`src/rtl/lfsr_arbiter.sv`:
```
// lfsr_arbiter: round-robin sharing of one LFSR among requesters, with optional
// reseed, a STRIDE-cycle decorrelation wait and all-zero lock-up protection.
module lfsr_arbiter #(
   parameter int NUM_REQ = 2,
   parameter int WIDTH   = 8,
   parameter int STRIDE  = 8,
   localparam int IW = $clog2(NUM_REQ),
   localparam int CW = $clog2(STRIDE + 1)
) (
   input  logic                     clk,
   input  logic                     rst_n,
   input  logic [NUM_REQ-1:0]       req_valid_i,
   input  logic [NUM_REQ-1:0]       req_load_i,
   input  logic [NUM_REQ*WIDTH-1:0] req_seed_i,
   output logic [NUM_REQ-1:0]       req_ack_o,
   output logic                     rsp_valid_o,
   output logic [IW-1:0]            rsp_id_o,
   output logic [WIDTH-1:0]         rsp_data_o,
   output logic                     rsp_fixup_o,
   output logic                     rsp_lockup_o,
   output logic                     lfsr_we_o,
   output logic [WIDTH-1:0]         lfsr_seed_o,
   input  logic [WIDTH-1:0]         lfsr_bits_i
);
   typedef enum logic [1:0] {IDLE, SEED, RUN, RESP} state_t;
   state_t               state_q, state_d;
   logic [IW-1:0]        ptr_q, ptr_d, gid_q, gid_d, rsp_id_q, rsp_id_d, gnt;
   logic [CW-1:0]        cnt_q, cnt_d;
   logic                 fix_q, fix_d, found;
   logic [NUM_REQ-1:0]   ack_q, ack_d;
   logic                 rsp_valid_q, rsp_valid_d, rsp_fixup_q, rsp_fixup_d;
   logic                 rsp_lockup_q, rsp_lockup_d, lfsr_we_q, lfsr_we_d;
   logic [WIDTH-1:0]     rsp_data_q, rsp_data_d, lfsr_seed_q, lfsr_seed_d, sel_seed;
   int                   idx;
   always_ff @(posedge clk) begin
      if (!rst_n) begin
         state_q      <= IDLE;
         ptr_q        <= '0;
         gid_q        <= '0;
         cnt_q        <= '0;
         fix_q        <= 1'b0;
         ack_q        <= '0;
         rsp_valid_q  <= 1'b0;
         rsp_id_q     <= '0;
         rsp_data_q   <= '0;
         rsp_fixup_q  <= 1'b0;
         rsp_lockup_q <= 1'b0;
         lfsr_we_q    <= 1'b0;
         lfsr_seed_q  <= '1;
      end else begin
         state_q      <= state_d;
         ptr_q        <= ptr_d;
         gid_q        <= gid_d;
         cnt_q        <= cnt_d;
         fix_q        <= fix_d;
         ack_q        <= ack_d;
         rsp_valid_q  <= rsp_valid_d;
         rsp_id_q     <= rsp_id_d;
         rsp_data_q   <= rsp_data_d;
         rsp_fixup_q  <= rsp_fixup_d;
         rsp_lockup_q <= rsp_lockup_d;
         lfsr_we_q    <= lfsr_we_d;
         lfsr_seed_q  <= lfsr_seed_d;
      end
   end
   // Outputs are registered, so each state's outputs are set on the edge entering it.
   always_comb begin
      state_d      = state_q;
      ptr_d        = ptr_q;
      gid_d        = gid_q;
      cnt_d        = cnt_q;
      fix_d        = fix_q;
      ack_d        = '0;
      rsp_valid_d  = 1'b0;
      rsp_id_d     = rsp_id_q;
      rsp_data_d   = rsp_data_q;
      rsp_fixup_d  = rsp_fixup_q;
      rsp_lockup_d = rsp_lockup_q;
      lfsr_we_d    = 1'b0;
      lfsr_seed_d  = lfsr_seed_q;
      found        = 1'b0;
      gnt          = '0;
      idx          = 0;
      for (int i = 0; i < NUM_REQ; i++) begin
         idx = int'(ptr_q) + i;
         if (idx >= NUM_REQ) idx = idx - NUM_REQ;
         if (!found && req_valid_i[IW'(idx)]) begin
            found = 1'b1;
            gnt   = IW'(idx);
         end
      end
      sel_seed = req_seed_i[int'(gnt)*WIDTH +: WIDTH];
      case (state_q)
         IDLE: if (found) begin
            gid_d = gnt;
            ptr_d = (gnt == IW'(NUM_REQ - 1)) ? '0 : gnt + 1'b1;
            cnt_d = '0;
            fix_d = req_load_i[gnt] && (sel_seed == '0);
            state_d = req_load_i[gnt] ? SEED : RUN;
            if (req_load_i[gnt]) begin
               lfsr_we_d   = 1'b1;
               lfsr_seed_d = (sel_seed == '0) ? '1 : sel_seed;
            end
         end
         SEED: begin
            cnt_d   = '0;
            state_d = RUN;
         end
         RUN: begin
            cnt_d = cnt_q + 1'b1;
            if (cnt_d == CW'(STRIDE)) begin
               state_d        = RESP;
               rsp_valid_d    = 1'b1;
               ack_d[gid_q]   = 1'b1;
               rsp_id_d       = gid_q;
               rsp_data_d     = lfsr_bits_i;
               rsp_fixup_d    = fix_q;
               rsp_lockup_d   = (lfsr_bits_i == '0);
               lfsr_we_d      = (lfsr_bits_i == '0);
               lfsr_seed_d    = (lfsr_bits_i == '0) ? '1 : lfsr_seed_q;
            end
         end
         default: state_d = IDLE;
      endcase
   end
   assign req_ack_o    = ack_q;
   assign rsp_valid_o  = rsp_valid_q;
   assign rsp_id_o     = rsp_id_q;
   assign rsp_data_o   = rsp_data_q;
   assign rsp_fixup_o  = rsp_fixup_q;
   assign rsp_lockup_o = rsp_lockup_q;
   assign lfsr_we_o    = lfsr_we_q;
   assign lfsr_seed_o  = lfsr_seed_q;
endmodule

```
`config.mk`:
```
export PLATFORM = sky130hd
export DESIGN_NAME = lfsr_arbiter
export DESIGN_NICKNAME = d
export VERILOG_FILES = /design/src/rtl/lfsr_arbiter.sv
export SDC_FILE = /design/constraint.sdc
export NUM_CORES = 1
export LEC_CHECK = 0
export ABC_CLOCK_PERIOD_IN_PS = 2600
export CAP_MARGIN = 20
export CORE_MARGIN = 2
export CORE_UTILIZATION = 46
export CTS_CLUSTER_SIZE = 16
export DETAILED_ROUTE_END_ITERATION = 8
export GPL_TIMING_DRIVEN = 0
export HOLD_SLACK_MARGIN = 0.03
export PLACE_DENSITY = 0.79
export SKIP_LAST_GASP = 1
export SYNTH_ARGS = -nofsm -noshare
export SYNTH_HDL_FRONTEND = slang
export SYNTH_SLANG_ARGS = --single-unit
```
`constraint.sdc`:
```
create_clock -name clk -period 2.6 [get_ports clk]
set_clock_uncertainty 0.05 [all_clocks]
set_input_delay 0.52 -clock clk [delete_from_list [all_inputs] [get_ports clk]]
set_output_delay 0.52 -clock clk [all_outputs]
set_load 0.1 [all_outputs]
```
==> metrics.md, run 1 <==
| Metric | Value |
|---|---|
| Post-Synth XOR/XNOR Area | `0.00523` |
| RSZ-0062 raised after global routing | `false` |
| Worst-Skew Late Latency | `0.34 ns` |
| CP Capture Type | `output pin` |
| Max-cap violations | `0` |
| Hold slack final | `0.421 ns` |
| Adder-cell share of the synthesized area | `0.0373` |
| Post-synthesis compound-gate area fraction | `0.178` |
| Fin Setup TNS | `0 ns` |
| Syn Nets | `225` |
| Post-synth top area cell | `dfxtp_1` |
| CP max stage cell | `clkdlybuf4s50_1` |
| CP max stage delay | `1.14 ns` |
| Slew @ Worst Pin | `0.994 ns` |
| Post-synthesis cell count | `190` |
| Diode count | `0` |
| Final Hold Vio Count | `0` |
| Sw Share | `0.468` |
| Cell Chain, Critical Path | `clkdlybuf4s50_1` |
| Die W | `64.4 um` |
| Status | `finished, final reports clean` |
| Place WS | `0.120 ns` |
| Netlist cell types | `43` |
| Worst Hold Class | `reg2reg` |
| Port Buf Inserts | `51` |
| First DRT Iteration DRCs | `77` |
| Hpwl dp | `3000 um` |
| Post-Synth Simple-Gate Area | `0.267` |
| Routed length per instance | `13.5 um` |
| Multi-input logic area | `967 um^2` |
| Area share of the largest cell type after synthesis | `0.382` |
| PwrDens | `842 nW/um^2` |
| WP data required | `2.03 ns` |
| Area grow syn2layout | `37.3%` |
| Sw Pwr | `906 uW` |
| Die area | `4140 um^2` |
| Top cells by count, synth | `32 x dfxtp_1, 24 x nand3_1, 23 x nand2_1, 19 x a21oi_1, 15 x o21ai_0` |
| Max FO, Critical Path | `2` |
| Worst-path clk slew | `0.12 ns` |
| Initial antenna violation count | `0` |
| CTS resizes | `0` |
| Power, Total | `1.94 mW` |
| Synth Cell Area | `1680 um^2` |
| Rel. slew slack | `0.335` |
| YS warnings | `0` |
| CP Buf/Inv Count | `1` |
| Leakage dissipation | `0.847 nW` |
| Worst Setup Slack, final | `0.192 ns` |
| Fillcell total | `288` |
| Final setup vio count | `0` |
| Die Ht | `64.4 um` |
| Via/cell ratio | `5.34` |
| P_int | `1.03 mW` |
| IR drop worst, VDD | `0.374 mV` |
| Crit path max-delay family | `buffers and inverters` |
| Post-route ant nets | `0` |
| Num CTS Buffers | `5` |
| Post-synthesis mux area share | `0.0904` |
| Register area | `641 um^2` |
| Postcts setup bufs | `0` |
| Via count | `1575` |
| Routability cong. | `0.804` |
| Max Clk Rate | `415 MHz` |
| Synthesized flop and latch total | `32` |
| Combinational share of power | `0.537` |
| Longest Clk Path Bufs | `2` |
| Ys flop type | `dfxtp_1` |
| Register area share after synthesis | `0.382` |
| Max-slew violations | `0` |
| Row cnt | `21` |
| GR Util All Layers | `0.213` |
| EDFF count, synth | `0` |
| Clock share of power | `0.148` |
| Largest cells by area after synthesis | `dfxtp_1 38%, nand3_1 7.2%, mux2_4 7.2%` |
| Post-layout util | `0.673` |
| Overflow after GRT | `0` |
| Final WL | `3980 um` |
| Clk root buf | `clkbuf_4` |
| First-pass GRT wire length | `6910 um` |
| Register share of total power | `0.315` |
| Most used standard cell by instance count after synthesis | `dfxtp_1` |
| Async S/R FF share, synth | `0` |
| Clock Sinks | `32` |
| Crit start category | `flip-flop` |
| Period minus WS final | `2.41 ns` |
| I/O pins | `53` |
| Syn Area/Cell | `8.82 um^2` |
| Core ar. | `3420 um^2` |
| Starting Density | `0.490` |
| WP data arrival | `1.84 ns` |
| DRC violations left | `0` |
| CTS tree | `yes` |
| Critical path class | `reg2out` |
| Largest family of logic cells by synthesized area | `simple AND/OR/NAND/NOR gates` |
| Period utilization | `0.926` |
| Nets | `283` |
| Number of global-route vias before repair | `1536` |
| # hold bufs at CTS | `0` |
| First-pass detailed-route iteration total | `4` |
| Htree depth | `2` |
| Layout cells sized above 1 | `0.141` |
| Largest net degree at the start of global routing | `12` |
==> state kept, by name (all words and copies together), names as in the netlist <==
name,flops
rsp_id_o,1
rsp_valid_o,1
rsp_lockup_o,1
lfsr_seed_o,8
cnt_q,4
lfsr_we_o,1
ptr_q,1
gid_q,1
rsp_fixup_o,1
state_q,2
rsp_data_o,8
req_ack_o,2
fix_q,1
==> through the flow <==
stage	area [um^2]	instances
final	2300	295
after global routing	2300	295
after CTS	2300	295
after detailed placement	2240	287
after global placement	2240	287
after floorplan	1680	190
==> power by group through the flow <==
stage               logic, mW  registers (mW)  clock network [mW]
floorplan               0.465           0.963                   0
global placement         1.03           0.620                   0
detailed placement       1.04           0.623                   0
CTS                      1.05           0.612               0.298
global route             1.11           0.623               0.323
finish                   1.04           0.610               0.287
==> cell families after synthesis <==
kind of cell | Yosys count
AO/OA/AOI/OAI | 45
XOR/XNOR | 1
adder cells (fa/ha/maj) | 5
buffers and inverters | 15
AND/OR/NAND/NOR | 81
multiplexers | 11
flip-flops | 32
==> routing by layer <==
metal	up-vias	part of all wire	GRT usage
li1	794	-	-
met1	735	0.45	0.264
met2	36	0.47	0.346
met3	10	0.055	0.0634
met4	0	0.020	0.0798
met5	-	0	0
==> cell usage in the layout, fill, tap and decap left out, types with 2 or more instances in the layout <==
cell	count
clkdlybuf4s50_1	51
dfxtp_1	32
nand3_1	24
nand2_1	23
a21oi_1	19
o21ai_0	15
mux2_4	8
clkbuf_1	6
inv_1	5
nor2_1	5
nor4_1	5
ha_1	5
clkbuf_4	5
or2b_2	4
or2b_1	4
buf_2	2
and2_1	2
or4_4	2
mux2i_1	2
nor3_1	2
clkinv_2	2
==> layout make-up <==
class / instances / share of cell area
tap: 46 / 0.0250
clock inverter: 3 / 0.00816
clock buffer: 5 / 0.0163
timing repair buffer: 51 / 0.222
sequential: 32 / 0.279
inverter: 5 / 0.00816
buffer: 10 / 0.0212
multi-input combinational: 143 / 0.421
==> worst paths after layout <==
| kind | from | depth (start not counted) | to | slack, ns |
|---|---|---|---|---|
| min | fix_q | 2 | rsp_fixup_o | 0.42 |
| max reg2reg | cnt_q[0] | 6 | lfsr_seed_o[4] | 0.43 |
| min reg2reg | fix_q | 2 | rsp_fixup_o | 0.42 |
| max | rsp_fixup_o | 1 | rsp_fixup_o | 0.19 |
No activity file was read; power rests on OpenSTA's default activity.
==> inputs of run 2 (changes only) <==
--- a/config.mk
+++ b/config.mk
@@ -14,6 +14,7 @@
 export GPL_TIMING_DRIVEN = 0
 export HOLD_SLACK_MARGIN = 0.03
 export PLACE_DENSITY = 0.79
+export SKIP_CTS_REPAIR_TIMING = 1
 export SKIP_LAST_GASP = 1
 export SYNTH_ARGS = -nofsm -noshare
 export SYNTH_HDL_FRONTEND = slang
==> results of run 2 <==
Same layout as run 1: the final DEF is identical, and so are final timing and power.
